[src/rtl/nmr_scan_scheduler.sv]
// Multi-scan sequencer: replays the streamer's stored sequence NSCAN times with
// a repetition delay, phase-cycle stepping, acquisition trigger and watchdog.
module nmr_scan_scheduler #(
  parameter int SCAN_WIDTH = 16,
  parameter int TR_WIDTH   = 32,
  parameter int PH_WIDTH   = 2,
  parameter int WDOG_WIDTH = 32
) (
  input  logic                  CLK,
  input  logic                  RST,
  input  logic                  GO,
  input  logic                  ABORT,
  input  logic [SCAN_WIDTH-1:0] NSCAN,
  input  logic [TR_WIDTH-1:0]   TR_DLY,
  input  logic [WDOG_WIDTH-1:0] WDOG_LIM,
  output logic                  SEQ_START,
  output logic                  SEQ_CLR,
  input  logic                  SEQ_DONE,
  output logic                  ACQ_TRIG,
  output logic [PH_WIDTH-1:0]   PH_CYC,
  output logic [SCAN_WIDTH-1:0] SCAN_CNT,
  output logic                  BUSY,
  output logic                  DONE,
  output logic                  ERR,
  output logic                  ABORTED
);

  typedef enum logic [2:0] {
    S_IDLE,
    S_CLR,
    S_ARM,
    S_RUN,
    S_TRW,
    S_FIN
  } state_t;

  state_t state, state_nxt;

  logic                  go_q;
  logic [SCAN_WIDTH-1:0] nscan_q;
  logic [TR_WIDTH-1:0]   tr_q;
  logic [WDOG_WIDTH-1:0] wdog_lim_q;
  logic [WDOG_WIDTH-1:0] wdog_cnt;
  logic [TR_WIDTH-1:0]   tr_cnt;

  logic go_edge;
  logic start_run;
  logic abort_take;
  logic run_done;
  logic wdog_to;
  logic tr_exp;
  logic last_scan;

  // Next-state decode; abort overrides every other exit from a busy state.
  always_comb begin
    state_nxt  = state;
    go_edge    = GO & ~go_q;
    start_run  = (state == S_IDLE) && go_edge;
    abort_take = ABORT && (state != S_IDLE);
    run_done   = (state == S_RUN) && SEQ_DONE;
    wdog_to    = (state == S_RUN) && !SEQ_DONE && (wdog_lim_q != '0) &&
                 (wdog_cnt == WDOG_WIDTH'(1));
    tr_exp     = (state == S_TRW) && (tr_cnt == '0);
    last_scan  = ((SCAN_CNT + SCAN_WIDTH'(1)) == nscan_q);

    unique case (state)
      S_IDLE: if (start_run && (NSCAN != '0)) state_nxt = S_CLR;
      S_CLR:  state_nxt = S_ARM;
      S_ARM:  state_nxt = S_RUN;
      S_RUN: begin
        if (run_done)     state_nxt = last_scan ? S_FIN : S_TRW;
        else if (wdog_to) state_nxt = S_IDLE;
      end
      S_TRW:  if (tr_exp) state_nxt = S_CLR;
      S_FIN:  state_nxt = S_IDLE;
      default: state_nxt = S_IDLE;
    endcase

    if (abort_take) state_nxt = S_IDLE;
  end

  always_ff @(posedge CLK or posedge RST) begin
    if (RST) state <= S_IDLE;
    else     state <= state_nxt;
  end

  // Streamer-facing outputs are decoded from the next state so they line up
  // with the state they belong to; the clear also fires on abort/timeout.
  always_ff @(posedge CLK or posedge RST) begin
    if (RST) begin
      go_q      <= 1'b0;
      SEQ_CLR   <= 1'b0;
      SEQ_START <= 1'b0;
      ACQ_TRIG  <= 1'b0;
      BUSY      <= 1'b0;
    end else begin
      go_q      <= GO;
      SEQ_CLR   <= (state_nxt == S_CLR) || abort_take || wdog_to;
      SEQ_START <= (state_nxt == S_ARM) || (state_nxt == S_RUN);
      ACQ_TRIG  <= (state_nxt == S_ARM);
      BUSY      <= (state_nxt != S_IDLE);
    end
  end

  // Run status: cleared on a new run, sticky until then.
  always_ff @(posedge CLK or posedge RST) begin
    if (RST) begin
      SCAN_CNT <= '0;
      PH_CYC   <= '0;
      DONE     <= 1'b0;
      ERR      <= 1'b0;
      ABORTED  <= 1'b0;
    end else if (start_run) begin
      SCAN_CNT <= '0;
      PH_CYC   <= '0;
      DONE     <= (NSCAN == '0);
      ERR      <= 1'b0;
      ABORTED  <= 1'b0;
    end else if (abort_take) begin
      ABORTED <= 1'b1;
      DONE    <= 1'b1;
    end else begin
      if (run_done) SCAN_CNT <= SCAN_CNT + SCAN_WIDTH'(1);
      if (tr_exp)   PH_CYC   <= PH_CYC + PH_WIDTH'(1);
      if (wdog_to) begin
        ERR  <= 1'b1;
        DONE <= 1'b1;
      end
      if (state == S_FIN) DONE <= 1'b1;
    end
  end

  // Run configuration and the watchdog / repetition-delay counters.
  always_ff @(posedge CLK or posedge RST) begin
    if (RST) begin
      nscan_q    <= '0;
      tr_q       <= '0;
      wdog_lim_q <= '0;
      wdog_cnt   <= '0;
      tr_cnt     <= '0;
    end else begin
      if (start_run) begin
        nscan_q    <= NSCAN;
        tr_q       <= TR_DLY;
        wdog_lim_q <= WDOG_LIM;
      end

      if (state == S_ARM)
        wdog_cnt <= wdog_lim_q;
      else if ((state == S_RUN) && (wdog_cnt != '0))
        wdog_cnt <= wdog_cnt - WDOG_WIDTH'(1);

      if (run_done)
        tr_cnt <= tr_q;
      else if ((state == S_TRW) && (tr_cnt != '0))
        tr_cnt <= tr_cnt - TR_WIDTH'(1);
    end
  end

endmodule
[config.mk]
export PLATFORM = sky130hd
export DESIGN_NAME = nmr_scan_scheduler
export DESIGN_NICKNAME = d
export VERILOG_FILES = /design/src/rtl/nmr_scan_scheduler.sv
export SDC_FILE = /design/constraint.sdc
export NUM_CORES = 1
export LEC_CHECK = 0
export ABC_AREA = 1
export CAP_MARGIN = 20
export CORE_UTILIZATION = 55
export CTS_CLUSTER_DIAMETER = 200
export DETAILED_ROUTE_END_ITERATION = 10
export DONT_BUFFER_PORTS = 1
export GPL_TIMING_DRIVEN = 0
export PLACE_DENSITY_LB_ADDON = 0.2
export SLEW_MARGIN = 25
export SYNTH_ARGS = -nofsm -noshare
export SYNTH_HDL_FRONTEND = slang
export SYNTH_SLANG_ARGS = --single-unit
[constraint.sdc]
create_clock -name CLK -period 7 [get_ports CLK]
set_input_delay 0.35 -clock CLK [delete_from_list [all_inputs] [get_ports CLK]]
set_output_delay 0.35 -clock CLK [all_outputs]
set_load 0.05 [all_outputs]
==> results of run 1 <==
state kept, by name, indices dropped and copies added, names as in the netlist, 2 cells and up:
register,cells
tr_cnt,32
state,3
PH_CYC,2
SCAN_CNT,16
wdog_lim_q,32
nscan_q,16
wdog_cnt,32
tr_q,32
stage by stage:
| stage | cell area [um^2] | power [mW] |
|---|---|---|
| floorplan | 9520 | 3.03 |
| global placement | 9790 | 3.41 |
| detailed placement | 9830 | 3.47 |
| CTS | 10500 | 4.56 |
| global route | 10500 | 4.88 |
| finish | 10500 | 4.56 |
synth_stat cells, types with 3 or more instances:
| library cell | count | area (um^2) |
|---|---|---|
| clkbuf_1 | 15 | 56.3 |
| ha_1 | 6 | 75.1 |
| xor2_1 | 30 | 263 |
| o211ai_1 | 22 | 165 |
| nand3_2 | 6 | 60.1 |
| o22ai_1 | 12 | 75.1 |
| nand3_1 | 82 | 410 |
| nor2_4 | 15 | 169 |
| nor3_1 | 14 | 70.1 |
| dfrtp_1 | 173 | 4330 |
| a21oi_1 | 15 | 75.1 |
| nand2_1 | 400 | 1500 |
| nor3_2 | 4 | 40.0 |
| o211ai_2 | 6 | 75.1 |
| o21a_1 | 3 | 22.5 |
| o21ai_0 | 52 | 260 |
| inv_2 | 18 | 67.6 |
| xnor2_1 | 7 | 61.3 |
| nor4_1 | 8 | 50.1 |
| inv_1 | 104 | 390 |
| nor2_1 | 95 | 357 |
| o221ai_2 | 3 | 45.0 |
| o21ai_1 | 10 | 50.1 |
| nand2_2 | 11 | 68.8 |
| o311ai_0 | 3 | 26.3 |
| buf_2 | 15 | 75.1 |
| buf_4 | 4 | 30.0 |
| o221ai_1 | 13 | 114 |
| nor2_2 | 25 | 156 |
| nand4_1 | 17 | 106 |
logic make-up after synthesis:
logic type | share of synthesized area [%]
AO/OA/AOI/OAI | 10.5
XOR/XNOR | 3.64
adder cells (fa/ha/maj) | 0.789
buffers and inverters | 6.68
flip-flops | 45.5
AND/OR/NAND/NOR | 32.9
layout by cell type, fill, tap and decap left out, drive strengths merged, types with 2 or more instances in the layout:
master / count
or2: 3
ha: 6
a21oi: 16
xor2: 30
a31oi: 2
dlygate4sd3: 2
o311ai: 3
nand2: 413
nor3b: 2
clkinv: 6
inv: 124
nand4: 18
bufinv: 5
o211ai: 28
nand3: 89
nor2: 136
nor3: 19
buf: 21
o21ai: 63
nor4: 8
nand3b: 2
xnor2: 7
a22oi: 2
dfrtp: 173
o221ai: 16
clkbuf: 35
o21a: 3
o22ai: 12
report_power, final:
part / leakage, nW / switching (mW) / internal, mW / total, mW
Clock: 0.332 / 0.412 / 0.666 / 1.08
Sequential: 2.17 / 0.467 / 1.43 / 1.90
Combinational: 2.37 / 1.02 / 0.563 / 1.58
worst max path at each step:
stage | cells past startpoint | start | end | slack, ns
3_3_place_gp | 1 | RST | nscan_q[9]$_DFFE_PP0P_ | 0.03
6_report | 13 | SCAN_CNT[1]$_DFFE_PP0P_ | SEQ_CLR$_DFF_PP0_ | 4.42
2_1_floorplan | 1 | RST | ABORTED$_DFFE_PP0P_ | 1.96
3_5_place_dp | 15 | SCAN_CNT[1]$_DFFE_PP0P_ | SEQ_CLR$_DFF_PP0_ | 4.44
4_1_cts | 15 | SCAN_CNT[1]$_DFFE_PP0P_ | SEQ_CLR$_DFF_PP0_ | 4.41
5_1_grt | 13 | SCAN_CNT[1]$_DFFE_PP0P_ | SEQ_CLR$_DFF_PP0_ | 4.18
worst max-delay path: stages, from the launching register on:
cell	delay, ns
dfrtp_1	0.75
ha_1	0.32
nand3_1	0.15
nor2_2	0.25
nand4_1	0.18
nand3_1	0.13
nand2_1	0.06
nor2_1	0.08
nand2_1	0.09
nor2_1	0.10
nand3_1	0.08
nand2_1	0.12
nand3_1	0.09
nand2_1	0.12
what timing repair did:
item | CTS | global route
hold endpoints to repair | 91 | 0
hold buffers | 2 | 0
resized for setup | 0 | 0
routing by layer:
| metal | up-vias | track usage, % | wire length, um |
|---|---|---|---|
| met3 | 56 | 6.20 | 1450 |
| met5 | - | 0 | 0 |
| met4 | 0 | 12.8 | 897 |
| li1 | 3990 | - | - |
| met1 | 3876 | 38.1 | 10600 |
| met2 | 265 | 49.4 | 12300 |
cell type report:
type	count	area, um^2
Multi-Input combinational cell	882	4550
Tap cell	220	275
Clock inverter	12	206
Sequential cell	173	4330
Clock buffer	20	467
Timing Repair Buffer	3	47.5
Fill cell	1512	6240
Buffer	35	173
Inverter	123	470
==> qor.csv, run 1 <==
metric;value;unit
numCtsBuffers;17;
slew_headroom;49.2;%
synth-edff-count;0;
reg2regPathDepth;13;
rrSetupSlack;4.42;ns
whs;0.0239;ns
ys_types;50;
area_growth;10.5;%
place_congestion;0.932;
totalWireLength;25200;um
fp.dieArea;17800;um^2
path_class;reg -> reg;
dp.cells;1434;
hp-start;TR_DLY[4];
antenna_found_initial;0;
htree_num_levels;4;
slew_violations;0;
finClkSkew;0.00977;ns
cts.sink_count;173;
regToRegEndpoint;SEQ_CLR$_DFF_PP0_;
grt_max_degree;92;
gr-total-overflow;0;
critPathArrivalTime;2.95;ns
status;finished clean;
peakVddDrop;0.255;mV
hold_depth;2;
clock_latency;0.44;ns
root_buffer;clkbuf_16;
cp-start-kind;register;
cts_max_path_buffers;2;
reg2reg_from;SCAN_CNT[1]$_DFFE_PP0P_;
power_leakage;4.88;nW
final_util;62.8;%
path_max_fanout;6;
place_hpwl;18100;um
grt_pass1_vias;8100;
final_nets;1326;
port_buffers;0;
hold_path_end;tr_q[4]$_DFFE_PP0P_;
ys_seq_elements;173;
yosys_warnings;0;
hp-class;in -> reg;
grt_use_total;29.9;%
synthCells;1213;
ys_seq_area_share;45.5;%
clkTransAtPathRegs;0.07;ns
dr.pass1.iters;5;
vias_per_cell;5.58;
post-route-drc-count;0;
cp.required;7.37;ns
n_antenna_cell;0;
synth.net_count;1304;
die_h;134;um
max_freq;388;MHz
pin_count;110;
core_area;16800;um^2
drv_cap;0;
max_slew.worst_pin.slew;0.762;ns
grt_pass1_wl;41100;um
stdcell_count;1468;
critical_path.endpoint_type;register;
layout-drive-gt1-share;12.4;%
drt-wirelength-per-cell;17.2;um
period_needed;2.58;ns
p_per_area;433;nW/um^2
core.rowCount;47;
worst_slack;4.42;ns
ys_async_sr_fraction;100;%
pre_cts_slack;4.44;ns
synth_ff_type;dfrtp_1;
syn_area;9520;um^2
via_count;8187;
ant_nets;0;
fin_setup_tns;0;ns
cts_setup_buffers;0;
syn_avg_cell_area;7.85;um^2
cts_tree;done;
drtIter0Drc;621;
hold_viol_final;0;
start_util;56.8;%
dieWidth;134;um
finalSetupViolCount;0;
rsz0062_at_grt;no;
period_share;36.9;%
No activity file was read; power rests on OpenSTA's default activity.
==> run 2, diff against run 1 <==
==> constraint.sdc (replaced) <==
create_clock -name CLK -period 2.71 [get_ports CLK]
set_input_delay 0.1355 -clock CLK [delete_from_list [all_inputs] [get_ports CLK]]
set_output_delay 0.1355 -clock CLK [all_outputs]
set_load 0.05 [all_outputs]
==> run 2 against run 1 <==
Against the previous run:
- global-route usage grew 0.29 points
- flip-flop and latch count did not move
- clock skew is essentially flat
- wire length up 2.6%
- largest cell class unchanged
- final area is 7.6% higher
- count of clock-buffer cells in the layout shrank 3
==> qor.csv, run 2 (same netlist as run 1, synthesis figures left out) <==
metric;value;unit;change
regToRegEndpoint;SEQ_CLR$_DFF_PP0_;;unchanged
final_nets;1410;;was 1326
port_buffers;0;;unchanged
finClkSkew;0.00988;ns;was 0.00977 ns
multi_input_area;4550;um^2;unchanged
area_growth;19.0;%;was 10.5%
layout-drive-gt1-share;12.1;%;was 12.4%
core_area;16800;um^2;unchanged
clock_latency;0.44;ns;about the same
rsz0062_at_grt;no;;unchanged
drtIter0Drc;686;;was 621
cts_tree;done;;unchanged
hold_path_end;SEQ_START$_DFF_PP0_;;was tr_q[4]$_DFFE_PP0P_
via_count;8635;;was 8187
cp-start-kind;register;;unchanged
n_antenna_cell;0;;unchanged
critPathArrivalTime;2.85;ns;was 2.95 ns
pwr-share-seq;42.4;%;was 41.7%
clkTransAtPathRegs;0.07;ns;about the same
cts_max_path_buffers;2;;unchanged
final_util;67.6;%;was 62.8%
vias_per_cell;5.56;;was 5.58
antenna_found_initial;0;;unchanged
grt_use_total;30.2;%;was 29.9%
die_h;134;um;unchanged
max_freq;404;MHz;was 388 MHz
seqCellArea;4330;um^2;about the same
drv_cap;0;;unchanged
sw_frac_of_total;43.5;%;was 41.6%
final_common_cell;nand2_1;;unchanged
status;finished clean;;unchanged
p_per_area;1030;nW/um^2;was 433 nW/um^2
placed_cell_area;9900;um^2;was 9830 um^2
rrSetupSlack;0.24;ns;was 4.42 ns
netSwitchingPower;5.05;mW;was 1.89 mW
dieWidth;134;um;unchanged
reg2regPathDepth;14;;was 13
finalSetupViolCount;0;;unchanged
grt_pass1_vias;8510;;was 8100
p_int;6.56;mW;was 2.66 mW
power_leakage;5.20;nW;was 4.88 nW
reg2reg_from;SCAN_CNT[4]$_DFFE_PP0P_;;was SCAN_CNT[1]$_DFFE_PP0P_
place_congestion;0.936;;was 0.932
path_max_fanout;8;;was 6
start_util;56.8;%;unchanged
core.rowCount;47;;unchanged
hp-start;SEQ_DONE;;was TR_DLY[4]
grt_max_degree;33;;was 92
max_slew.worst_pin.slew;0.727;ns;was 0.762 ns
combPwrFrac;36.1;%;was 34.6%
htree_num_levels;4;;unchanged
critical_path.endpoint_type;register;;unchanged
cp.required;3.08;ns;was 7.37 ns
clock_power_share;21.5;%;was 23.7%
ant_nets;0;;unchanged
dr.pass1.iters;5;;unchanged
post-route-drc-count;0;;unchanged
gr-total-overflow;0;;unchanged
period_share;91.3;%;was 36.9%
layout_common_cells;nand2_1, dfrtp_1, inv_1, nor2_1;;was nand2_1, dfrtp_1, inv_1, nor2_1, nand3_1
slew_headroom;51.5;%;was 49.2%
totalWireLength;25900;um;was 25200 um
hp-class;in -> reg;;unchanged
place_hpwl;18300;um;was 18100 um
n_fill_cell;1359;;was 1512
cts.sink_count;173;;unchanged
final_design_area_no_fill;11300;um^2;was 10500 um^2
numCtsBuffers;17;;unchanged
fin_setup_tns;0;ns;unchanged
hold_viol_final;0;;unchanged
slew_violations;0;;unchanged
fp.dieArea;17800;um^2;unchanged
path_class;reg -> reg;;unchanged
root_buffer;clkbuf_16;;unchanged
pin_count;110;;unchanged
hold_depth;5;;was 2
drt-wirelength-per-cell;16.7;um;was 17.2 um
grt_pass1_wl;41600;um;was 41100 um
period_needed;2.47;ns;was 2.58 ns
peakVddDrop;0.667;mV;was 0.255 mV
-- run 2: cell count changes in the layout (fill, tap and decap cells not counted) --
| cell | previous run | this run |
|---|---|---|
| buf_16 | 1 | 0 |
| clkbuf_8 | 3 | 0 |
| clkinv_8 | 0 | 3 |
| bufinv_16 | 5 | 1 |
| buf_12 | 0 | 5 |
| inv_6 | 1 | 4 |
| dfrtp_1 | 173 | 171 |
| dfrtp_2 | 0 | 2 |
| dlygate4sd3_1 | 2 | 82 |
| clkinv_4 | 3 | 4 |
| clkinvlp_4 | 0 | 2 |
| clkinv_2 | 3 | 1 |
-- run 2: layout make-up --
type	instances	share of cell area, %
multi-input combinational	882	40.2
sequential	173	38.2
timing repair buffer	87	8.13
inverter	123	4.12
clock buffer	17	3.76
tap	220	2.43
clock inverter	15	1.58
buffer	35	1.52
-- run 2: what timing repair did --
action | CTS | global route
setup endpoints to repair | 0 | 4
endpoints found under the hold margin | 107 | 0
resized for setup | 0 | 2
hold buffers | 82 | 0
setup buffers | 0 | 0
-- run 2: layer usage --
layer | track usage [%] | wire length [um]
met1 | 37.1 | 11000
met2 | 51.7 | 12800
met3 | 4.98 | 1120
met4 | 14.5 | 1010
met5 | 0 | 0
-- run 2: worst max path at each step --
stage	startpoint	end	slack (ns)	cells after the start
after floorplan	RST	ABORTED$_DFFE_PP0P_	0.36	1
after global placement	RST	tr_q[7]$_DFFE_PP0P_	-0.61	1
after detailed placement	SCAN_CNT[0]$_DFFE_PP0P_	BUSY$_DFF_PP0_	0.08	15
after CTS	SCAN_CNT[0]$_DFFE_PP0P_	BUSY$_DFF_PP0_	0.06	15
after global routing	SCAN_CNT[4]$_DFFE_PP0P_	SEQ_CLR$_DFF_PP0_	0.06	14
final	SCAN_CNT[4]$_DFFE_PP0P_	SEQ_CLR$_DFF_PP0_	0.24	14
-- run 2: metrics by stage --
step / total power, mW / setup slack [ns] / hold slack [ns] / std cells
2_1_floorplan: 7.84 / 0.364 / 0.167 / 1213
3_3_place_gp: 8.81 / -0.608 / 0.168 / 1433
3_5_place_dp: 8.98 / 0.0752 / 0.123 / 1438
4_1_cts: 11.6 / 0.0592 / 0.00828 / 1552
5_1_grt: 12.4 / 0.0579 / 0.0506 / 1552
6_report: 11.6 / 0.236 / 0.0234 / 1552
-- run 2: critical path: stages, from the launching register on --
cell and delay [ns]:
dfrtp_1 0.73, nand2_1 0.28, nor2_4 0.27, nand3_2 0.08, nand2_1 0.09, nand2_1 0.08
nand2_1 0.07, nand2_1 0.05, nor2_1 0.13, nand2_1 0.11, nor2_1 0.10, nand3_1 0.08
nand2_1 0.13, nand3_1 0.09, nand2_1 0.12
-- run 2: power groups by stage --
| stage | combinational (mW) | sequential (mW) | clock, mW |
|---|---|---|---|
| 2_1_floorplan | 3.18 | 4.66 | 0 |
| 3_3_place_gp | 3.91 | 4.90 | 0 |
| 3_5_place_dp | 4.05 | 4.93 | 0 |
| 4_1_cts | 4.17 | 4.90 | 2.52 |
| 5_1_grt | 4.73 | 5.05 | 2.62 |
| 6_report | 4.19 | 4.93 | 2.49 |
